### src/rtl/fetch_stage.sv
// Instruction fetch: owns the PC, addresses the instruction memory and
// registers each fetched word (or a fault marker) into the IF/ID slot.
module fetch_stage #(
  parameter int unsigned    N          = 64,
  parameter logic [N-1:0]   RESET_PC   = '0,
  parameter int unsigned    IMEM_WORDS = 1024
) (
  input  logic         clk,
  input  logic         rst,
  output logic [N-1:0] imem_addr,
  input  logic [31:0]  imem_instr,
  input  logic         redirect_valid,
  input  logic [N-1:0] redirect_pc,
  input  logic         id_ready,
  output logic         id_valid,
  output logic [31:0]  id_instr,
  output logic [N-1:0] id_pc,
  output logic [N-1:0] id_pc_plus4,
  output logic         id_fault,
  output logic [1:0]   id_fault_cause
);

  localparam logic [31:0] NOP   = 32'h0000_0013;
  localparam logic [N:0]  LIMIT = (N+1)'(IMEM_WORDS) << 2;

  typedef enum logic {FETCH, HOLD} state_t;

  state_t       state_q, state_d;
  logic [N-1:0] pc_q, pc_d;
  logic         valid_q, valid_d;
  logic [31:0]  instr_q, instr_d;
  logic [N-1:0] idpc_q, idpc_d;
  logic [N-1:0] plus4_q, plus4_d;
  logic         fault_q, fault_d;
  logic [1:0]   cause_q, cause_d;

  logic         advance;
  logic         misaligned;
  logic         out_of_range;
  logic [1:0]   cause;
  logic [N-1:0] pc_plus4;

  assign advance      = !valid_q || id_ready;
  assign pc_plus4     = pc_q + N'(4);
  assign misaligned   = pc_q[1:0] != 2'b00;
  assign out_of_range = {1'b0, pc_q} >= LIMIT;
  assign cause        = misaligned   ? 2'b01 :
                        out_of_range ? 2'b10 : 2'b00;

  always_comb begin
    state_d = state_q;
    pc_d    = pc_q;
    valid_d = valid_q;
    instr_d = instr_q;
    idpc_d  = idpc_q;
    plus4_d = plus4_q;
    fault_d = fault_q;
    cause_d = cause_q;
    if (redirect_valid) begin
      valid_d = 1'b0;
      pc_d    = redirect_pc;
      state_d = FETCH;
    end else begin
      unique case (state_q)
        FETCH: begin
          if (advance) begin
            idpc_d  = pc_q;
            plus4_d = pc_plus4;
            valid_d = 1'b1;
            if (cause != 2'b00) begin
              // pc parks on the faulting address until redirected
              instr_d = NOP;
              fault_d = 1'b1;
              cause_d = cause;
              state_d = HOLD;
            end else begin
              instr_d = imem_instr;
              fault_d = 1'b0;
              cause_d = 2'b00;
              pc_d    = pc_plus4;
            end
          end
        end
        HOLD: begin
          if (valid_q && id_ready) valid_d = 1'b0;
        end
        default: ;
      endcase
    end
  end

  always_ff @(posedge clk or posedge rst) begin
    if (rst) begin
      state_q <= FETCH;
      pc_q    <= RESET_PC;
      valid_q <= 1'b0;
      instr_q <= NOP;
      idpc_q  <= '0;
      plus4_q <= '0;
      fault_q <= 1'b0;
      cause_q <= 2'b00;
    end else begin
      state_q <= state_d;
      pc_q    <= pc_d;
      valid_q <= valid_d;
      instr_q <= instr_d;
      idpc_q  <= idpc_d;
      plus4_q <= plus4_d;
      fault_q <= fault_d;
      cause_q <= cause_d;
    end
  end

  assign imem_addr      = pc_q;
  assign id_valid       = valid_q;
  assign id_instr       = instr_q;
  assign id_pc          = idpc_q;
  assign id_pc_plus4    = plus4_q;
  assign id_fault       = fault_q;
  assign id_fault_cause = cause_q;

endmodule

### config.mk
export PLATFORM = sky130hd
export DESIGN_NAME = fetch_stage
export DESIGN_NICKNAME = d
export VERILOG_FILES = /design/src/rtl/fetch_stage.sv
export SDC_FILE = /design/constraint.sdc
export NUM_CORES = 1
export LEC_CHECK = 0
export CORE_UTILIZATION = 30
export DETAILED_ROUTE_END_ITERATION = 10
export GPL_ROUTABILITY_DRIVEN = 0
export PLACE_DENSITY = 0.57
export SLEW_MARGIN = 10
export SYNTH_ARGS = -nofsm -noshare
export SYNTH_HDL_FRONTEND = slang
export SYNTH_SLANG_ARGS = --single-unit
### constraint.sdc
create_clock -name clk -period 8.69 [get_ports clk]
set_input_delay 1.738 -clock clk [delete_from_list [all_inputs] [get_ports clk]]
set_output_delay 1.738 -clock clk [all_outputs]
set_load 0.03 [all_outputs]
==> results.md, run 1 <==
- Post-CTS Hold Fix Bufs: 0
- TritonCTS Sinks: 227
- Leak pwr: 5.94 nW
- Initial antenna violation count: 0
- WHS: 0.471 ns
- Largest net degree at the start of global routing: 112
- Flops & latches, synth: 227
- CP max FO: 111
- Status: complete, no violations
- CP Cell Sequence: clkdlybuf4s50_1 > inv_2 > buf_4 > nand2_4 > buf_4 > o21ai_0
- Row cnt: 66
- Post-route design area: 14400 um2
- Setup CP Type: input pin to flip-flop
- Initial Utilization: 0.305
- Diode count: 0
- Worst hold path class: flip-flop to flip-flop
- DRC: 0
- Syn Inst Count: 967
- Placed Instance Area: 13500 um2
- Area leader, netlist: dfrtp_1
- Global route overflow: 0
- Die Span Y: 184 um
- Maximum VDD drop: 0.000138 V
- Die area: 33900 um2
- Post-synth top cells: nand2_1 (237), dfrtp_1 (224), o221a_2 (52)
- CTS resizes: 0
- Clk_skew: 0.0115 ns
- Clock Tree Root: clkbuf_16
- Fmax: 216 MHz
- Die Wd: 184 um
- Pwr dens: 231 nW/um2
- Element type at the critical path end: flip-flop
- Synth unique cells: 46
- First-pass GRT wire length: 50000 um
- Share of layout cells above drive strength 1: 0.102
- Final setup viols: 0
- Max-cap violations: 0
- Post-DP HPWL: 22500 um
- Avg Cell Area, Syn: 10.3 um2
- Clk Latency, worst-skew pair: 0.52 ns
- Max Slew Vio Count: 0
- Synth area leaders: dfrtp_1 (56%), nand2_1 (8.9%), o221a_2 (5.9%)
- CP bufs+invs: 4
- Crit-path most repeated cell: buf_4
- WP data required: 9.04 ns
- Vias/cell: 4.84
- Global-route usage over all layers: 0.192
- Final wirelength: 33200 um
- Count leader, synth: nand2_1
- Top_reg_cell synth: dfrtp_1
- Total negative slack: 0 ns
- Post-CTS Setup Inserts: 0
- CTS tree: yes
- CP max-delay cell: buf_4
- CP top delay family: buffers and inverters
- Depth of the CTS H-tree: 1
- Drt wl/cell: 19.4 um
- Core area: 32600 um2
- Iter 0 DRT Violations: 505
- Synthesis Warnings: 0
- IO buf count: 327
- Worst Tran Pin Value: 1.09 ns
- Ys async rst share: 1.00
- Final count of hold timing violations: 0
- Vias post-DR: 8300
- CTS Buf Count: 27
- Vias in the first global route: 8221
- Layout Nets: 1355
- DR pass1 iterations: 4
- Critical Path AT: 4.97 ns
- Slowest stage delay, CP: 0.97 ns
- Yosys top cell area share: 0.563
- Final Cycle Share: 0.532
- Net count after synthesis: 1069
- Ports: 328
- Clock-pin transition on the worst setup and hold timing paths: 0.06 ns
- Slew margin rel.: 0.274
- Post-synth EDFFs: 0
- Clock Path Buffers: 3
- Area Overhead vs Synth: 44.1%
- Minimum clock period: 4.62 ns
- Post-route ant nets: 0
- Startpoint class of the critical path: input pin
- RSZ-0062 raised after global routing: false
- Sequential fraction of the synthesis area: 0.571
- Post-Syn Area: 9960 um2
kinds of logic after synthesis:
logic type | Yosys count | synth area share
fa+ha+maj | 2 | 0.00251
simple gates | 382 | 0.181
buf+inv | 100 | 0.0450
xor+xnor | 60 | 0.0527
compound gates | 192 | 0.144
mux | 4 | 0.00440
flops | 227 | 0.571
layout by cell type (no fill, tap or decap), types with 4 or more instances in the layout:
cell type / count
clkinv_2: 5
o22ai_1: 7
inv_1: 21
buf_4: 7
o21ai_1: 30
dfrtp_1: 224
nor4_2: 4
nor2_1: 43
clkbuf_16: 27
nand4_1: 16
nand2_1: 236
clkbuf_1: 12
a21oi_1: 20
clkdlybuf4s50_1: 327
nand3_1: 21
nor3_1: 11
xnor2_1: 44
a22o_1: 29
nor4_4: 4
xor2_1: 16
nor4_1: 20
o221a_2: 52
nor3_2: 8
o21ai_0: 45
per-stage QoR:
| stage | cells | util | worst slack, ns | total power, mW |
|---|---|---|---|---|
| final | 1715 | 0.440 | 4.07 | 3.32 |
| after global routing | 1715 | 0.440 | 3.74 | 3.48 |
| after CTS | 1715 | 0.440 | 4.03 | 3.37 |
| after detailed placement | 1666 | 0.414 | 3.47 | 2.25 |
| after global placement | 1666 | 0.414 | 3.52 | 2.25 |
| after floorplan | 967 | - | 0.737 | 1.82 |
power by group:
| part | internal, mW | switching (mW) | leakage [nW] | total (mW) |
|---|---|---|---|---|
| combinational | 0.369 | 0.531 | 2.81 | 0.900 |
| sequential | 1.20 | 0.131 | 2.72 | 1.33 |
| clock | 0.658 | 0.435 | 0.416 | 1.09 |
| total | 2.22 | 1.10 | 5.94 | 3.32 |
worst paths after layout:
path / startpoint / end / slack (ns) / cells past startpoint
setup / recovery: redirect_valid / id_pc_plus4[37] / 4.07 / 6
hold / removal: id_pc[49] / id_pc[49] / 0.47 / 2
setup reg to reg: imem_addr[16] / imem_addr[8] / 4.61 / 7
hold reg to reg: id_pc[49] / id_pc[49] / 0.47 / 2
max in group asynchronous: rst / id_pc_plus4[28] / 5.52 / 3
min in group asynchronous: rst / id_pc_plus4[19] / 1.74 / 2
layout make-up:
cell class	count	area [um2]
well taps	442	553
repair buffers	334	3330
fillers	3133	18300
clock inverters	7	85.1
multi-input cells	640	3850
clock buffers	42	762
flip-flops and latches	227	5680
inverters	23	93.8
per-layer routing:
layer / up-vias / global-route usage / part of all wire
met4: 0 / 0.0487 / 0.019
met5: - / 0 / 0
met1: 4037 / 0.257 / 0.45
li1: 3934 / - / -
met3: 41 / 0.0528 / 0.079
met2: 288 / 0.306 / 0.45
tightest hold or removal path, cell delays in order, from the launching register on:
cell     delay, ns
dfrtp_1       0.34
nand2_1       0.05
nand2_1       0.05
sequential cells by signal (all words and copies together), names as in the netlist:
| name | count |
|---|---|
| id_pc | 64 |
| imem_addr | 64 |
| state_q | 1 |
| id_instr | 32 |
| id_fault_cause | 2 |
| id_pc_plus4 | 62 |
| id_valid | 1 |
| id_fault | 1 |
No activity file was read; power rests on OpenSTA's default activity.
==> inputs of run 2 (changes only) <==
- PLACE_DENSITY: 0.57 -> 0.59
- clock period: 8.69 -> 4.1 ns (I/O delays scaled with it)
==> results.md, run 2 (synthesized netlist as in run 1, its figures left out) <==
- Die Span Y: 184 um (unchanged)
- Final count of hold timing violations: 0 (unchanged)
- Final wirelength: 34200 um (+3.1%)
- Layout Nets: 1371 (+1.2%)
- Worst hold path class: flip-flop to flip-flop
- Clock Tree Root: clkbuf_16
- WP data required: 4.52 ns (-4.52 ns)
- Initial Utilization: 0.305 (unchanged)
- Vias/cell: 4.84 (about the same)
- Global-route usage over all layers: 0.200 (+0.00731)
- Clk Latency, worst-skew pair: 0.54 ns (+0.02 ns)
- Cell count after placement: 1683 (+1.0%)
- Fmax: 299 MHz
- Status: complete, no violations
- Pwr dens: 496 nW/um2 (+110%)
- Commonest cells after routing, fill and taps aside: clkdlybuf4s50_1 (327), nand2_1 (236), dfrtp_1 (224)
- CTS tree: yes
- Maximum VDD drop: 0.000379 V (+180%)
- Post-DP HPWL: 24100 um (+7.0%)
- Met1 wire length: 15100 um (+1.5%)
- Largest net degree at the start of global routing: 86 (-23%)
- Clock-pin transition on the worst setup and hold timing paths: 0.06 ns (about the same)
- Post-route ant nets: 0 (unchanged)
- CTS Buf Count: 26 (-3.7%)
- CP bufs+invs: 1 (-3)
- Core area: 32600 um2 (unchanged)
- DR pass1 iterations: 5 (+1)
- Fill count: 3133 (unchanged)
- Die area: 33900 um2 (unchanged)
- Top Layer Used: met4
- Initial antenna violation count: 1 (+1)
- CP max FO: 42 (-62%)
- Final Cycle Share: 0.817
- Vias in the first global route: 8410 (+2.3%)
- Area Overhead vs Synth: 46.8%
- Max-cap violations: 0 (unchanged)
- Post-CTS Setup Inserts: 0 (unchanged)
- Ports: 328 (unchanged)
- Non-filler cells, final: 1731 (+0.93%)
- Slew margin rel.: 0.442 (+0.169)
- Element type at the critical path end: flip-flop
- Met3 wire len: 2720 um (+4.2%)
- Met2 Wirelength: 15700 um (+3.9%)
- Leak pwr: 6.08 nW (+2.3%)
- Die Wd: 184 um (unchanged)
- PnR Total Power: 7.25 mW (+120%)
- Clk_skew: 0.0142 ns (+0.00269 ns)
- CP top delay family: simple AND/OR/NAND/NOR gates
- First-pass GRT wire length: 52200 um (+4.3%)
- Commonest non-fill, non-tap cell in the layout: clkdlybuf4s50_1
- DRC: 0 (unchanged)
- Iter 0 DRT Violations: 528 (+4.6%)
- Critical Path AT: 3.77 ns (-1.20 ns)
- Share of layout cells above drive strength 1: 0.118 (+0.0160)
- Startpoint class of the critical path: flip-flop
- Global route overflow: 0 (unchanged)
- Total negative slack: 0 ns (unchanged)
- Minimum clock period: 3.35 ns
- Vias post-DR: 8380 (+0.96%)
- Setup CP Type: flip-flop to flip-flop
- IO buf count: 327 (unchanged)
- Worst Tran Pin Value: 0.835 ns (-0.255 ns)
- WHS: 0.473 ns (+0.00155 ns)
- Final setup viols: 0 (unchanged)
- Depth of the CTS H-tree: 1 (unchanged)
- Drt wl/cell: 19.8 um (+2.1%)
- TritonCTS Sinks: 227 (unchanged)
- CP Cell Sequence: nor4_1 > nand3_1 > nor4_4 > nand3_4 > buf_4 > o221a_2
- CP max-delay cell: nor4_1
- Slowest stage delay, CP: 0.70 ns (-0.27 ns)
- RSZ-0062 raised after global routing: false
- Clock Path Buffers: 3 (unchanged)
- Row cnt: 66 (unchanged)
- Max Slew Vio Count: 0 (unchanged)
- CTS resizes: 0 (unchanged)
- Post-CTS Hold Fix Bufs: 0 (unchanged)
-- run 2: changes by cell type in the layout (fill, tap and decap cells not counted), moves of 2 or more --
cell,delta
buf_4,+12
bufinv_16,+2
diode_2,+2
clkinvlp_4,+2
clkbuf_1,-8
buf_12,+5
clkbuf_8,+3
-- run 2: power by group --
| part | switching [mW] | total [mW] | internal [mW] |
|---|---|---|---|
| clock | 0.943 | 2.50 | 1.55 |
| sequential | 0.272 | 2.81 | 2.54 |
| combinational | 1.14 | 1.94 | 0.801 |
| total | 2.36 | 7.25 | 4.89 |
-- run 2: worst register-to-register path: cells and delay by family (launching register included) --
| kind | cells | cell delay [ns] |
|---|---|---|
| compound gates | 1 | 0.20 |
| flops | 1 | 0.45 |
| simple gates | 4 | 2.12 |
| buf+inv | 1 | 0.47 |
-- run 2: worst paths after layout --
kind	cells after the start	startpoint	end	slack (ns)
max	6	imem_addr[55]	imem_addr[54]	0.75
min	2	id_pc[18]	id_pc[18]	0.47
max reg2reg	6	imem_addr[55]	imem_addr[54]	0.75
min reg2reg	2	id_pc[18]	id_pc[18]	0.47
max in group asynchronous	3	rst	id_instr[4]	2.38
min in group asynchronous	2	rst	id_instr[11]	0.79
-- run 2: metrics by stage --
step / util / instance area [um2] / setup slack, ns
floorplan: - / 9970 / 0.316
global placement: 0.420 / 13700 / 0.746
detailed placement: 0.420 / 13700 / 0.714
CTS: 0.448 / 14600 / 0.716
global route: 0.448 / 14600 / 0.573
finish: 0.448 / 14600 / 0.751
-- run 2: metal layers --
metal	vias to the layer above	GRT usage
li1	3956	-
met1	4069	0.270
met2	312	0.320
met3	43	0.0496
met4	0	0.0463
met5	-	0
-- run 2: cell type report --
cell class | instances | area, um2 | area share
Antenna cell | 2 | 5.00 | 0.000342
Tap cell | 442 | 553 | 0.0378
Sequential cell | 227 | 5680 | 0.389
Multi-Input combinational cell | 640 | 3850 | 0.264
Timing Repair Buffer | 351 | 3520 | 0.240
Clock buffer | 37 | 773 | 0.0529
Inverter | 23 | 90.1 | 0.00616
Clock inverter | 9 | 148 | 0.0101
==> RTL change, RTL diff (config.mk and constraints of run 2) <==
Reset style: synchronous (`rst`), changed in one clocked block.
--- a/src/rtl/fetch_stage.sv
+++ b/src/rtl/fetch_stage.sv
@@ -91,3 +91,3 @@
 
-  always_ff @(posedge clk or posedge rst) begin
+  always_ff @(posedge clk) begin
     if (rst) begin
Check against the original RTL: not equivalent (a bounded check fails within 4 cycles, from zero or initial values and one cycle with rst high; the reset may be asserted at any time).
==> RTL change against run 2 <==
  * Non-clock buffer count fell by 9
  * Synthesized area decreased by 1.5%
  * Sequential share of layout area decreased by 6.9 points
  * Design area decreased by 2.9%
  * Setup slack improved by 0.50 ns
  * Wire length grew 3.0%
  * Sequential cell count is the same
  * First-iteration DRC count rose by 41%
Power is not compared: it rests on default switching activity, and its combinational part moved more than twofold at a synthesized area within 25%.
==> RTL change: results <==
[synth]
syn-mean-instance-area_um2 = 8.23
synth-compound-area-share_pct = 21.1
synth.yosys.seq_area_share_pct = 46.3
synth_adder_area_share_pct = 0.255
synthXorXnorAreaFrac_pct = 3.39
async_reset_ff_share_pct = 0
synth_fp_nets = 1294
synth.top_cells.by_area = "sky130_fd_sc_hd__dfxtp_1, sky130_fd_sc_hd__nand2_1, sky130_fd_sc_hd__a21oi_1, sky130_fd_sc_hd__o211ai_1, sky130_fd_sc_hd__nor2_1"
muxShareOfSynthArea_pct = 0.306

[sta]
hold-worst-slack_ns = 0.452
clock_skew_ns = 0.0124
finalSetupTns_ns = 0
headroom_to_the_max_slew_limit_pct = 22.0
max_clock_freq_mhz = 351

[setup_path]
critical_path.startpoint = "imem_addr[63]$_SDFFE_PP0P_"
regToRegSetupSlack_ns = 1.25
timing.critical_path.slowest_stage_cell = "sky130_fd_sc_hd__and4_2"
largest_incremental_delay_on_the_critical_path_ns = 0.82
critPathArrivalTime_ns = 3.31
r2r_start = "imem_addr[63]$_SDFFE_PP0P_"
timing.critical_path.fanout_max = 37
worstReg2RegEnd = "id_instr[27]$_SDFFE_PP0P_"

[detailed_routing]
detail_route.wirelength_um = 35200
drt_iter0_drc = 744
wire_per_inst_um = 18.6
avgViaCountPerCell = 5.18

[worst_hold_path]
hold_path.startpoint = "id_pc[55]$_SDFFE_PP0P_"

[layout]
layout_sequential_cell_count = 227
layout.clock.cell_area_share_pct = 6.21
nNonClkBuffers = 342
final-seq-area_um2 = 4540
register_fraction_of_the_total_cell_area_pct = 32.0
final.clkbuf_count = 41
multi_input_comb_cells = 828
final_nets = 1543
n_antenna_cell = 0
multi_input_area_um2 = 4720
buffer_share_of_cell_area_pct = 24.3
non_clock_inverter_count = 15
layout-drive-gt1-share_pct = 5.41

[floorplan]
floorplan.die_area_um2 = 33400

[outcome]
outcome = "completed"

[clock_tree]
cts_buffer_count = 27

[global_route]
grt.total_usage_pct = 20.5
first_global_vias = 9331
antenna_found_initial = 0
grt_first_pass_wirelength_um = 54600

[placed_design]
hpwl_dp_um = 23100
cell_count_post_placement = 1847

[power_and_ir_drop]
comb_power_share_pct = 15.7
power_w = 0.00571
-- RTL change: cell count changes in the layout (fill, tap and decap cells not counted), moves of 38 or more --
| cell | run 2 | this run |
|---|---|---|
| sky130_fd_sc_hd__o21ai_0 | 45 | 7 |
| sky130_fd_sc_hd__a21oi_1 | 20 | 129 |
| sky130_fd_sc_hd__nor2_1 | 43 | 118 |
| sky130_fd_sc_hd__dfxtp_1 | 0 | 227 |
| sky130_fd_sc_hd__dfrtp_1 | 224 | 0 |
| sky130_fd_sc_hd__o221a_2 | 52 | 0 |
| sky130_fd_sc_hd__o211ai_1 | 0 | 64 |
-- RTL change: per-layer routing --
metal / up-vias / GRT usage, % / routed length, um
met4: 0 / 3.80 / 401
met3: 34 / 5.38 / 2760
li1: 4762 / - / -
met1: 4707 / 26.9 / 15600
met2: 319 / 34.0 / 16500
met5: - / 0 / 0
